--- src/rtl/apresentador_sequencia_if.sv ---
// Bus between the sequence presenter, its game controller, the sequence RAM
// and the player LEDs.
//   iniciar      start request             rodada    last address to show
//   mem_dado     RAM read data             mem_endereco  RAM read address
//   leds         value shown to player     ocupado   playback in progress
//   pronto       one-cycle done pulse      db_estado debug FSM state
// slave: the presenter. master: controller/RAM side.
interface apresentador_sequencia_if;
  logic       iniciar;
  logic [3:0] rodada;
  logic [3:0] mem_dado;
  logic [3:0] mem_endereco;
  logic [3:0] leds;
  logic       ocupado;
  logic       pronto;
  logic [2:0] db_estado;

  modport slave (
    input  iniciar, rodada, mem_dado,
    output mem_endereco, leds, ocupado, pronto, db_estado
  );

  modport master (
    output iniciar, rodada, mem_dado,
    input  mem_endereco, leds, ocupado, pronto, db_estado
  );
endinterface

--- src/rtl/apresentador_sequencia.sv ---
// Plays the stored game sequence (addresses 0..rodada) back on the LEDs:
// each value lit for LED_ON_CYCLES, then dark for GAP_CYCLES, then a
// one-cycle pronto pulse.
//   clock  system clock (rising edge)
//   reset  asynchronous, active-high
//   bus    apresentador_sequencia_if.slave (start/round in, RAM port,
//          LEDs, ocupado/pronto status, debug state)
module apresentador_sequencia #(
  parameter int unsigned LED_ON_CYCLES = 2000,
  parameter int unsigned GAP_CYCLES    = 500
) (
  input  logic                     clock,
  input  logic                     reset,
  apresentador_sequencia_if.slave  bus
);

  localparam int unsigned MAX_CYCLES = (LED_ON_CYCLES > GAP_CYCLES) ? LED_ON_CYCLES : GAP_CYCLES;
  localparam int unsigned TW         = (MAX_CYCLES > 1) ? $clog2(MAX_CYCLES) : 1;
  localparam logic [TW-1:0] ON_LAST  = TW'(LED_ON_CYCLES - 1);
  localparam logic [TW-1:0] GAP_LAST = TW'(GAP_CYCLES - 1);

  typedef enum logic [2:0] {
    OCIOSO   = 3'd0,
    ENDERECA = 3'd1,
    ACENDE   = 3'd2,
    APAGA    = 3'd3,
    FIM      = 3'd4
  } estado_t;

  estado_t       estado_q;
  logic [TW-1:0] timer_q;
  logic [3:0]    rodada_q;
  logic [3:0]    endereco_q;
  logic [3:0]    leds_q;
  logic          ocupado_q;
  logic          pronto_q;

  // Playback FSM; all outputs come straight from registers.
  always_ff @(posedge clock or posedge reset) begin
    if (reset) begin
      estado_q   <= OCIOSO;
      timer_q    <= '0;
      rodada_q   <= '0;
      endereco_q <= '0;
      leds_q     <= '0;
      ocupado_q  <= 1'b0;
      pronto_q   <= 1'b0;
    end else begin
      pronto_q <= 1'b0;
      case (estado_q)
        OCIOSO: begin
          if (bus.iniciar) begin
            rodada_q   <= bus.rodada;
            endereco_q <= '0;
            ocupado_q  <= 1'b1;
            estado_q   <= ENDERECA;
          end
        end
        // Address was presented last edge; RAM data is valid now.
        ENDERECA: begin
          leds_q   <= bus.mem_dado;
          timer_q  <= '0;
          estado_q <= ACENDE;
        end
        ACENDE: begin
          if (timer_q == ON_LAST) begin
            leds_q   <= '0;
            timer_q  <= '0;
            estado_q <= APAGA;
          end else begin
            timer_q <= timer_q + TW'(1);
          end
        end
        APAGA: begin
          if (timer_q == GAP_LAST) begin
            timer_q <= '0;
            if (endereco_q == rodada_q) begin
              pronto_q <= 1'b1;
              estado_q <= FIM;
            end else begin
              endereco_q <= endereco_q + 4'd1;
              estado_q   <= ENDERECA;
            end
          end else begin
            timer_q <= timer_q + TW'(1);
          end
        end
        // pronto is high for this single cycle; ocupado drops on exit.
        FIM: begin
          ocupado_q <= 1'b0;
          estado_q  <= OCIOSO;
        end
        default: estado_q <= OCIOSO;
      endcase
    end
  end

  assign bus.mem_endereco = endereco_q;
  assign bus.leds         = leds_q;
  assign bus.ocupado      = ocupado_q;
  assign bus.pronto       = pronto_q;
  assign bus.db_estado    = estado_q;

endmodule

--- src/flat_wrapper.sv ---
// flat-port wrapper written by rule: the top's interface ports become plain ports
module apresentador_sequencia_flat 
#(
  parameter int unsigned LED_ON_CYCLES = 2000,
  parameter int unsigned GAP_CYCLES    = 500
)
  (clock, reset, bus_iniciar, bus_rodada, bus_mem_dado, bus_mem_endereco, bus_leds, bus_ocupado, bus_pronto, bus_db_estado);
  apresentador_sequencia_if bus_i ();
  input  logic clock;
  input  logic reset;
  input wire logic [$bits(bus_i.iniciar)-1:0] bus_iniciar;
  input wire logic [$bits(bus_i.rodada)-1:0] bus_rodada;
  input wire logic [$bits(bus_i.mem_dado)-1:0] bus_mem_dado;
  output wire logic [$bits(bus_i.mem_endereco)-1:0] bus_mem_endereco;
  output wire logic [$bits(bus_i.leds)-1:0] bus_leds;
  output wire logic [$bits(bus_i.ocupado)-1:0] bus_ocupado;
  output wire logic [$bits(bus_i.pronto)-1:0] bus_pronto;
  output wire logic [$bits(bus_i.db_estado)-1:0] bus_db_estado;
  assign bus_i.iniciar = bus_iniciar;
  assign bus_i.rodada = bus_rodada;
  assign bus_i.mem_dado = bus_mem_dado;
  assign bus_mem_endereco = bus_i.mem_endereco;
  assign bus_leds = bus_i.leds;
  assign bus_ocupado = bus_i.ocupado;
  assign bus_pronto = bus_i.pronto;
  assign bus_db_estado = bus_i.db_estado;
  apresentador_sequencia #(.LED_ON_CYCLES(LED_ON_CYCLES), .GAP_CYCLES(GAP_CYCLES)) u_core (.clock(clock), .reset(reset), .bus(bus_i));
endmodule
--- config.mk ---
export PLATFORM = sky130hd
export DESIGN_NAME = apresentador_sequencia_flat
export DESIGN_NICKNAME = d
export VERILOG_FILES = /design/src/rtl/apresentador_sequencia_if.sv /design/src/rtl/apresentador_sequencia.sv /design/src/flat_wrapper.sv
export SDC_FILE = /design/constraint.sdc
export NUM_CORES = 1
export LEC_CHECK = 0
export ABC_AREA = 1
export BUFFER_PORTS_ARGS = -buffer_cell sky130_fd_sc_hd__buf_2
export CAP_MARGIN = 30
export CORE_UTILIZATION = 24
export DETAILED_ROUTE_END_ITERATION = 8
export PLACE_DENSITY = 0.37
export RECOVER_POWER = 50
export SYNTH_ARGS = -nofsm -noshare
export SYNTH_HDL_FRONTEND = slang
export SYNTH_SLANG_ARGS = --single-unit
--- constraint.sdc ---
create_clock -name clock -period 1.75 [get_ports clock]
set_input_delay 0.0875 -clock clock [delete_from_list [all_inputs] [get_ports clock]]
set_output_delay 0.0875 -clock clock [all_outputs]
set_load 0.02 [all_outputs]
==> results of run 1 <==
[power by group]
part / switching [uW] / total, uW / leakage (uW) / internal [uW]
clock network: 229 / 432 / 0.0000288 / 202
registers: 197 / 1050 / 0.000354 / 850
logic: 966 / 1480 / 0.000571 / 511
total: 1390 / 2960 / 0.000953 / 1560
[worst paths after layout]
| path | slack [ns] | to | startpoint |
|---|---|---|---|
| setup / recovery | 0.22 | u_core.timer_q[0]$_DFFE_PP0P_ | u_core.timer_q[1]$_DFFE_PP0P_ |
| hold / removal | 0.005 | u_core.bus.leds[1]$_DFFE_PP0P_ | bus_mem_dado[1] |
| setup reg to reg | 0.22 | u_core.timer_q[0]$_DFFE_PP0P_ | u_core.timer_q[1]$_DFFE_PP0P_ |
| hold reg to reg | 0.53 | u_core.timer_q[1]$_DFFE_PP0P_ | u_core.timer_q[1]$_DFFE_PP0P_ |
| max in group asynchronous | 0.74 | u_core.timer_q[4]$_DFFE_PP0P_ | reset |
| min in group asynchronous | 0.54 | u_core.timer_q[2]$_DFFE_PP0P_ | reset |
[metal layers]
metal  track usage  vias to the layer above  wire, um
met2         0.195                       20      1620
met1         0.165                      606      1950
met3        0.0209                        5       136
li1              -                      720         -
met4        0.0474                        0        63
met5             0                        -         0
[worst min-delay path, delay by kind of cell]
kind	cells	cell delay [ns]
buffers and inverters	1	0.08
and+or+nand+nor	2	0.10
[kinds of logic after synthesis]
group,share of synthesized area
buffers and inverters,0.0725
adder cells (fa/ha/maj),0.0161
AND/OR/NAND/NOR,0.361
XOR/XNOR,0.0395
AO/OA/AOI/OAI,0.0531
flip-flops,0.451
multiplexers,0.00725
[stage by stage]
stage | total power (uW) | hold WS (ns) | cell area (um2) | util | worst slack [ns]
final | 2960 | 0.00477 | 1890 | 0.310 | 0.219
after global routing | 3220 | 0.0150 | 1890 | 0.310 | 0.0539
after CTS | 3010 | 0.00142 | 1900 | 0.312 | 0.185
after detailed placement | 2560 | 0.193 | 1800 | 0.296 | 0.211
after global placement | 2570 | 0.192 | 1800 | 0.296 | 0.279
after floorplan | 2110 | 0.153 | 1550 | - | 0.314
[synthesized netlist by cell type]
cell       n  share of area
a21oi_1    3         0.0097
buf_6      1         0.0072
clkinv_1   1         0.0024
dfrtp_1   28           0.45
ha_1       2          0.016
inv_1     21          0.051
inv_2      5          0.012
mux2_2     1         0.0072
nand2_1   70           0.17
nand2_2    3          0.012
nand2_4    2          0.014
nand3_1   12          0.039
nand3_2    2          0.013
nand4_1    7          0.028
nor2_1    18          0.043
nor2_2     3          0.012
nor2_4     1         0.0072
nor3_1     5          0.016
nor3_2     1         0.0064
o211ai_1   4          0.019
o21ai_0    1         0.0032
o21ai_1    5          0.016
o21bai_1   1         0.0048
xnor2_1    3          0.017
xor2_1     4          0.023
[layout make-up]
class                      instances  area (um2)
fill                             711        4210
multi-input combinational        148         741
sequential                        28         701
timing repair buffer              34         198
inverter                          27         101
tap                               75        93.8
clock buffer                       4        55.1
[flip-flops by register name, indices dropped and copies added (netlist names)]
register / cells
u_core.timer_q: 11
u_core.bus.leds: 4
u_core.bus.mem_endereco: 4
u_core.rodada_q: 4
u_core.bus.db_estado: 3
u_core.bus.ocupado: 1
u_core.bus.pronto: 1
[cells in the final DEF, fill, tap and decap left out, types with 2 or more instances in the layout]
cell           instances
nand2_1               70
dfrtp_1               28
inv_1                 21
nor2_1                18
buf_2                 17
nand3_1               12
nand4_1                7
clkbuf_1               6
buf_4                  6
nor3_1                 5
inv_2                  5
o21ai_1                5
xor2_1                 4
o211ai_1               4
clkbuf_8               4
dlygate4sd3_1          4
a21oi_1                3
nor2_2                 3
nand2_2                3
xnor2_1                3
nand3_2                2
nand2_4                2
ha_1                   2
[repair_timing]
action | CTS | global route
setup buffers | 0 | 0
hold endpoints to repair | 31 | 0
hold buffers | 4 | 0
==> impl_results.md, run 1 <==
* CTS Buffer Depth at 2
* Initial antenna violation count at 0
* Final Routed Wirelength at 3.77 mm
* Max incr delay on CP at 0.41 ns
* Post-layout nets at 255
* First-pass GRT wire length at 6.13 mm
* Post-synth net total at 217
* Worst-Skew Late Latency at 0.29 ns
* Slew @ Worst Pin at 0.756 ns
* Hold Path Class: in -> reg
* Die width at 82.5 um
* Synth-to-layout area growth at 21.6%
* Cts repair resizes at 0
* Slew headroom at 0.496
* WL/cell at 11.9 um
* Worst Path Max Fanout at 9
* GR Overflow Total at 0
* Minimum clock period at 1.53 ns
* Ys Warns at 0
* Top Ports at 24
* Final setup viols at 0
* Initial Utilization at 0.255
* Total core area at 6100 um2
* Root Buffer: clkbuf_8
* Placed Cells at 308
* Number of buffers added on ports at 23
* Power Dens Cells at 1560 nW/um2
* Num CTS Buffers at 3
* Data arrival time of the worst path at 1.75 ns
* Largest net degree at the start of global routing at 29
* CP top delay family: simple AND/OR/NAND/NOR gates
* RePlAce Congestion at 0.753
* Crit path depth at 8
* Hpwl dp at 2.72 mm
* Startpoint types: flop
* DR iter-0 viols at 32
* Slowest CP cell: dfrtp_1
* Crit path cell chain: ha_1 -> nand3_2 -> clkinv_1 -> nand3_1 -> nand2_2 -> nand2_4 -> inv_2 -> o21ai_1
* Vias per Instance at 4.28
* Remaining DRCs at 0
* # rows at 28
* Worst Path Class, Setup: reg -> reg
* Netlist Area Pre-Place at 1550 um2
* Hold Violations, Final at 0
* CTS Sinks at 28
* Syn Inst Count at 204
* Share of post-route cells with drive strength above 1 at 0.191
* RSZ-0062 raised after global routing: false
* Via count at 1351
* Die Height at 82.5 um
* Crit. End Element: flop
* Worst-path clk slew at 0.11 ns
* Non-Filler Instances at 316
* Status: complete, no violations
* Max_cap viols at 0
* Final Cycle Share at 0.875
* Hold Path Depth at 3
* Worst Path Required at 1.96 ns
* CP bufs+invs at 2
* Register area share after synthesis at 0.451
* Avg Synthesized Cell Area at 7.62 um2
* Detail Route Antenna Nets at 0
* Slew Limit Fails at 0
* Worst Clk Skew at 0.00584 ns
* TritonRoute pass-1 iters at 4
* Die ar. at 6800 um2
* Htree depth at 1
* Final setup TNS at 0 ns
* Fmax at 653 MHz
* Cells on worst reg2reg path at 8
* Unique masters post-synth at 25
* Maximum VDD drop at 0.000526 V
* GRT Overall Usage at 0.123
* Flops & latches, synth at 28
* Inserted Diodes at 0
* Leakage power figure at 0.000953 uW
* Vias in the first global route at 1292
* CTS tree: built
(Power assumes the default switching activity.)
==> inputs of run 2 (changes only) <==
- CORE_UTILIZATION: 24 -> 43
- PLACE_DENSITY: 0.37 -> 0.6
==> run 2 against run 1 <==
  * Critical endpoint unchanged
  * Global-route usage grew 5.2 points
  * Via count grew 0.81%
  * Non-clock buffer count shrank 1
  * Wire length shrank 17%
  * Largest cell class unchanged
  * First-iteration DRC count grew 140%
  * Register-to-register slack lost 0.09 ns
  * Final cell count shrank 9.5%
==> impl_results.md, run 2 (synthesis results as in run 1) <==
* Root Buffer: clkbuf_4
* Initial antenna violation count at 0
* First-pass GRT wire length at 5.38 mm
* Startpoint types: flop
* Top Ports at 24
* Slowest CP cell: dfrtp_2
* Largest net degree at the start of global routing at 29
* CTS tree: built
* Final setup viols at 0
* CTS Buffer Depth at 2
* Inserted Diodes at 0
* RePlAce Congestion at 0.863
* # rows at 21
* Minimum clock period at 1.62 ns
* Leakage power figure at 0.000936 uW
* Max_cap viols at 0
* Worst Hold End: u_core.bus.db_estado[2]$_DFFE_PP0P_
* Slew @ Worst Pin at 0.692 ns
* FF+latch area at 702 um2
* RSZ-0062 raised after global routing: false
* Cells on worst reg2reg path at 8
* Place WS at 0.148 ns
* Hold Violations, Final at 0
* WL/cell at 11.0 um
* Number of buffers added on ports at 23
* Max reg flops at 11
* CTS Sinks at 28
* Vias in the first global route at 1159
* Setup bufs post-CTS at 0
* Worst Path Max Fanout at 9
* Num CTS Buffers at 3
* Worst-path clk slew at 0.16 ns
* Slew headroom at 0.539
* Vias per Instance at 4.76
* Final Routed Wirelength at 3.14 mm
* R2r startpoint: u_core.timer_q[0]$_DFFE_PP0P_
* R2R setup slack at 0.13 ns
* Hpwl dp at 2.30 mm
* Post-layout nets at 254
* Crit path cell chain: ha_1 -> nand3_2 -> clkinv_1 -> nand3_1 -> nand2_2 -> nand2_4 -> inv_2 -> o21ai_1
* Worst-Skew Late Latency at 0.33 ns
* Total core area at 3390 um2
* Worst r2r dst: u_core.timer_q[0]$_DFFE_PP0P_
* Final setup TNS at 0 ns
* Via count at 1362
* Die Height at 62.1 um
* Htree depth at 1
* GRT Overall Usage at 0.174
* Filler cell count at 315
* Remaining DRCs at 0
* Initial Utilization at 0.458
* Fmax at 617 MHz
* Crit. End Element: flop
* Synth-to-layout area growth at 18.4%
* DR iter-0 viols at 78
* Maximum VDD drop at 0.000569 V
* Detail Route Antenna Nets at 0
* Reg with most FFs: u_core.timer_q
* Slew Limit Fails at 0
* Share of post-route cells with drive strength above 1 at 0.171
* Worst Path Required at 2.01 ns
* GR Overflow Total at 0
* Power Dens Cells at 1490 nW/um2
* Status: complete, no violations
* Max incr delay on CP at 0.48 ns
* Commonest non-fill, non-tap cells in the layout: nand2_1, dfrtp_1, inv_1
* Fin area at 1840 um2
* Data arrival time of the worst path at 1.88 ns
* Die ar. at 3860 um2
* Die width at 62.1 um
* TritonRoute pass-1 iters at 4
* Worst setup margin at 0.129 ns
* Worst hold start: bus_iniciar
* Most common cell after layout, fill and taps aside: nand2_1
* DP Area at 1720 um2
* Worst Clk Skew at 0.00869 ns
* Hold Path Depth at 3
* Final Cycle Share at 0.926
* Multi-input logic area at 741 um2
* Worst Path Class, Setup: reg -> reg
* Hold Path Class: in -> reg
==> run 2: cell types whose count changed in the layout (fill, tap and decap cells not counted) <==
| cell | change |
|---|---|
| buf_4 | -6 |
| dlygate4sd3_1 | +5 |
| dfrtp_1 | -1 |
| clkbuf_4 | +3 |
| dfrtp_2 | +1 |
| clkbuf_8 | -3 |
==> run 2: how the worst max path moves through the flow <==
stage / end / cells past startpoint / startpoint / slack, ns
after global placement: u_core.bus.db_estado[1]$_DFFE_PP0P_ / 9 / u_core.timer_q[0]$_DFFE_PP0P_ / 0.20
after detailed placement: u_core.timer_q[4]$_DFFE_PP0P_ / 8 / u_core.timer_q[0]$_DFFE_PP0P_ / 0.15
after CTS: u_core.timer_q[0]$_DFFE_PP0P_ / 8 / u_core.timer_q[0]$_DFFE_PP0P_ / 0.11
final: u_core.timer_q[0]$_DFFE_PP0P_ / 8 / u_core.timer_q[0]$_DFFE_PP0P_ / 0.13
after floorplan: u_core.bus.db_estado[0]$_DFFE_PP0P_ / 9 / u_core.timer_q[0]$_DFFE_PP0P_ / 0.31
after global routing: u_core.timer_q[0]$_DFFE_PP0P_ / 8 / u_core.timer_q[0]$_DFFE_PP0P_ / 0.02
==> run 2: worst max-delay path: cells and delay by family (launching register included) <==
kind,cells,cell delay (ns)
buffers and inverters,2,0.15
flip-flops,1,0.48
AO/OA/AOI/OAI,1,0.12
AND/OR/NAND/NOR,4,0.54
adder cells (fa/ha/maj),1,0.26
==> run 2: per-stage QoR <==
stage,std cells,hold WS (ns),power (uW),utilization
floorplan,204,0.153,2110,-
global placement,273,0.168,2400,0.508
detailed placement,273,0.193,2420,0.508
CTS,286,0.120,2770,0.546
global route,286,0.113,2990,0.543
finish,286,0.138,2730,0.543
==> run 2: final cells by class <==
cell class,instances,area share
clock buffer,4,0.0197
inverter,27,0.0551
multi-input combinational,148,0.402
sequential,28,0.381
tap,46,0.0313
timing repair buffer,33,0.110
==> run 2: where the power goes <==
part / switching (uW) / internal (uW)
registers: 213 / 851
logic: 901 / 446
clock network: 197 / 127
total: 1310 / 1420
==> run 2: what timing repair did <==
| action | in CTS | in global routing |
|---|---|---|
| gates resized for setup | 0 | 1 |
| hold endpoints to repair | 36 | 0 |
| setup endpoints to repair | 0 | 1 |
| hold buffers | 9 | 0 |
==> run 2: routing by layer <==
| metal | share of wire | vias up | track usage | wire [um] |
|---|---|---|---|---|
| met5 | 0 | - | 0 | 0 |
| met4 | 0.0041 | 0 | 0.0523 | 13 |
| met3 | 0.048 | 2 | 0.0239 | 151 |
| met2 | 0.43 | 31 | 0.264 | 1350 |
| met1 | 0.52 | 609 | 0.258 | 1630 |
| li1 | - | 720 | - | - |
==> inputs of run 3 (changes only) <==
- ABC_AREA: 1 -> default
- CTS_BUF_LIST: default -> sky130_fd_sc_hd__clkbuf_16
- PLACE_DENSITY: 0.6 -> 0.61
==> run 3 against run 2 <==
  * The run now ends with negative setup slack left
  * Count of clock-buffer cells in the layout shrank 1
  * Final cell count shrank 17%
  * Critical path depth shrank 2
  * Global-route usage grew 4.5 points
  * Wire length grew 19%
  * Combinational power shrank 95%
  * Clock skew is essentially flat
  * Synthesized area shrank 8.1%
  * Die area shrank 7.8%
  * Utilization grew 13 points
  * Final area grew 14%
  * Critical path type unchanged
  * Highest routed layer unchanged
==> impl_results.md, run 3 <==
* DR iter-0 viols at 54
* TritonRoute pass-1 iters at 4
* P_int at 1140 uW
* CTS Buffer Depth at 2
* R2R setup slack at -0.42 ns
* Logic pwr share at 0.045
* Top post-synthesis cells by area: dfrtp_1, a21oi_1, a22o_1, mux2_2, nor2_1
* Hpwl dp at 2.21 mm
* FFs w/ async S/R, synth at 1.00
* Die ar. at 3560 um2
* Worst r2r dst: u_core.timer_q[5]$_DFFE_PP0P_
* Maximum VDD drop at 0.000381 V
* Crit. End Element: flop
* Hold Path Depth at 2
* M2 GR Usage at 0.365
* Clock power share at 0.482
* Die width at 59.6 um
* Worst setup margin at -0.420 ns
* Most common cell after layout, fill and taps aside: dfrtp_1
* Power Dens Cells at 674 nW/um2
* Worst hold start: bus_mem_dado[1]
* Reg power frac at 0.473
* Syn Inst Count at 138
* Yosys top cell area share at 0.490
* Flops & latches, synth at 28
* Cells on worst reg2reg path at 6
* Initial antenna violation count at 0
* Max_cap viols at 0
* Top Ports at 24
* Num CTS Buffers at 3
* RePlAce Congestion at 0.863
* End-of-flow core utilization at 0.675
* GR Overflow Total at 0
* Final setup TNS at -6.43 ns
* Status: complete, but fails checks
* Final Cycle Share at 1.24
* Worst Path Required at 1.86 ns
* Most numerous cell in the Yosys netlist: dfrtp_1
* WL/cell at 15.8 um
* Failing checks: negative setup slack
* Slew headroom at 0.546
* GRT Overall Usage at 0.219
* Gr busiest metal: met2
* Met3 Use GR at 0.0284
* Leakage power figure at 0.00101 uW
* Fmax at 461 MHz
* Via count at 1287
* Initial Utilization at 0.460
* Ys Warns at 0
* Post-synth top area cell: dfrtp_1
* Number of synthesized flops with an enable pin at 0
* Htree depth at 1
* Vias in the first global route at 1243
* Minimum clock period at 2.17 ns
* Post-synth net total at 151
* Remaining DRCs at 0
* Number of buffers added on ports at 23
* Worst Path Max Fanout at 7
* Largest net degree at the start of global routing at 29
* Synth-to-layout area growth at 46.5%
* Worst-path clk slew at 0.07 ns
* Reg with most FFs: u_core.timer_q
* Post-layout nets at 206
* Post-synth top flop: dfrtp_1
* Commonest non-fill, non-tap cells in the layout: dfrtp_1, buf_4, buf_2
* Worst-Skew Late Latency at 0.27 ns
* Worst Path Class, Setup: reg -> reg
* Data arrival time of the worst path at 2.28 ns
* Unique masters post-synth at 39
* RSZ-0062 raised after global routing: true
* Worst Clk Skew at 0.00833 ns
* CTS tree: built
* Post-synth top cells: dfrtp_1, a21oi_1, nor2_1
* Register area share after synthesis at 0.490
* CTS Sinks at 28
* Grt met1 use at 0.292
* Worst Hold End: u_core.bus.leds[1]$_DFFE_PP0P_
* Detail Route Antenna Nets at 0
* Avg Synthesized Cell Area at 10.4 um2
* Root Buffer: clkbuf_16
* Share of post-route cells with drive strength above 1 at 0.458
* First-pass GRT wire length at 5.71 mm
* # rows at 20
* Die Height at 59.6 um
* Max reg flops at 11
* Slew @ Worst Pin at 0.682 ns
* Total core area at 3100 um2
* Netlist Area Pre-Place at 1430 um2
* Final setup viols at 23
* Vias per Instance at 5.45
* Startpoint types: flop
* Hold Violations, Final at 0
* Sw Ratio at 0.190
* Inserted Diodes at 0
* R2r startpoint: u_core.timer_q[1]$_DFFE_PP0P_
* Final Routed Wirelength at 3.73 mm
* Hold Path Class: in -> reg
* Slew Limit Fails at 0
* Psw at 268 uW
run 3: power groups by stage:
stage          sequential, uW  combinational, uW  clock (uW)
2_1_floorplan             687               26.5           0
3_3_place_gp              679               61.7           0
4_1_cts                   667               65.1         684
3_5_place_dp              679               63.0           0
6_report                  667               63.1         680
5_1_grt                   669               71.0         715
run 3: area by class of cell:
type / instances / area [um2]
clock buffer: 3 / 75.1
clock inverter: 1 / 30.0
fill: 238 / 1010
inverter: 5 / 18.8
multi-input combinational: 102 / 870
sequential: 28 / 701
tap: 44 / 55.1
timing repair buffer: 53 / 344
run 3: what timing repair did:
item	4_1_cts	5_1_grt
gates resized for setup	6	17
setup endpoints to repair	23	23
endpoints found under the hold margin	28	0
buffers inserted	3	4
pin swaps	3	10
gates cloned	2	1
hold buffers	1	0
run 3: logic make-up after synthesis:
family | Yosys count | synth area share
compound gates | 37 | 0.173
xor+xnor | 7 | 0.0429
fa+ha+maj | 2 | 0.0175
buf+inv | 11 | 0.0359
flops | 28 | 0.490
mux | 5 | 0.0385
simple gates | 48 | 0.201
run 3: worst max path at each step:
stage	startpoint	to	cells after the start
after floorplan	u_core.timer_q[0]$_DFFE_PP0P_	u_core.bus.db_estado[0]$_DFFE_PP0P_	7
after global placement	u_core.timer_q[1]$_DFFE_PP0P_	u_core.timer_q[9]$_DFFE_PP0P_	6
after detailed placement	u_core.timer_q[0]$_DFFE_PP0P_	u_core.timer_q[9]$_DFFE_PP0P_	6
after CTS	u_core.timer_q[0]$_DFFE_PP0P_	u_core.timer_q[10]$_DFFE_PP0P_	6
after global routing	u_core.timer_q[1]$_DFFE_PP0P_	u_core.bus.mem_endereco[2]$_DFFE_PP0P_	6
final	u_core.timer_q[1]$_DFFE_PP0P_	u_core.timer_q[5]$_DFFE_PP0P_	6
run 3: layer usage:
| layer | routed length [um] | part of all wire | up-vias |
|---|---|---|---|
| met5 | 0 | 0 | - |
| met4 | 48 | 0.013 | 0 |
| met3 | 79 | 0.021 | 6 |
| met2 | 1840 | 0.49 | 29 |
| met1 | 1760 | 0.47 | 635 |
| li1 | - | - | 617 |
run 3: critical path, cell delays in order, from the launching register on:
cell and delay [ns]:
dfrtp_1 0.37, ha_2 0.18, or4b_1 0.44, or4_4 0.55, o2bb2ai_4 0.23, a21oi_2 0.17, a31oi_1 0.08
run 3: through the flow:
stage | hold WS [ns] | setup WS, ns | instances | power (uW) | area (um2)
2_1_floorplan | 0.153 | -0.417 | 138 | 714 | 1460
3_3_place_gp | 0.170 | -0.464 | 222 | 740 | 1760
3_5_place_dp | 0.168 | -0.523 | 222 | 742 | 1760
4_1_cts | 0.0446 | -0.340 | 232 | 1420 | 1960
5_1_grt | 0.0435 | -0.453 | 236 | 1450 | 2090
6_report | 0.0445 | -0.420 | 236 | 1410 | 2090
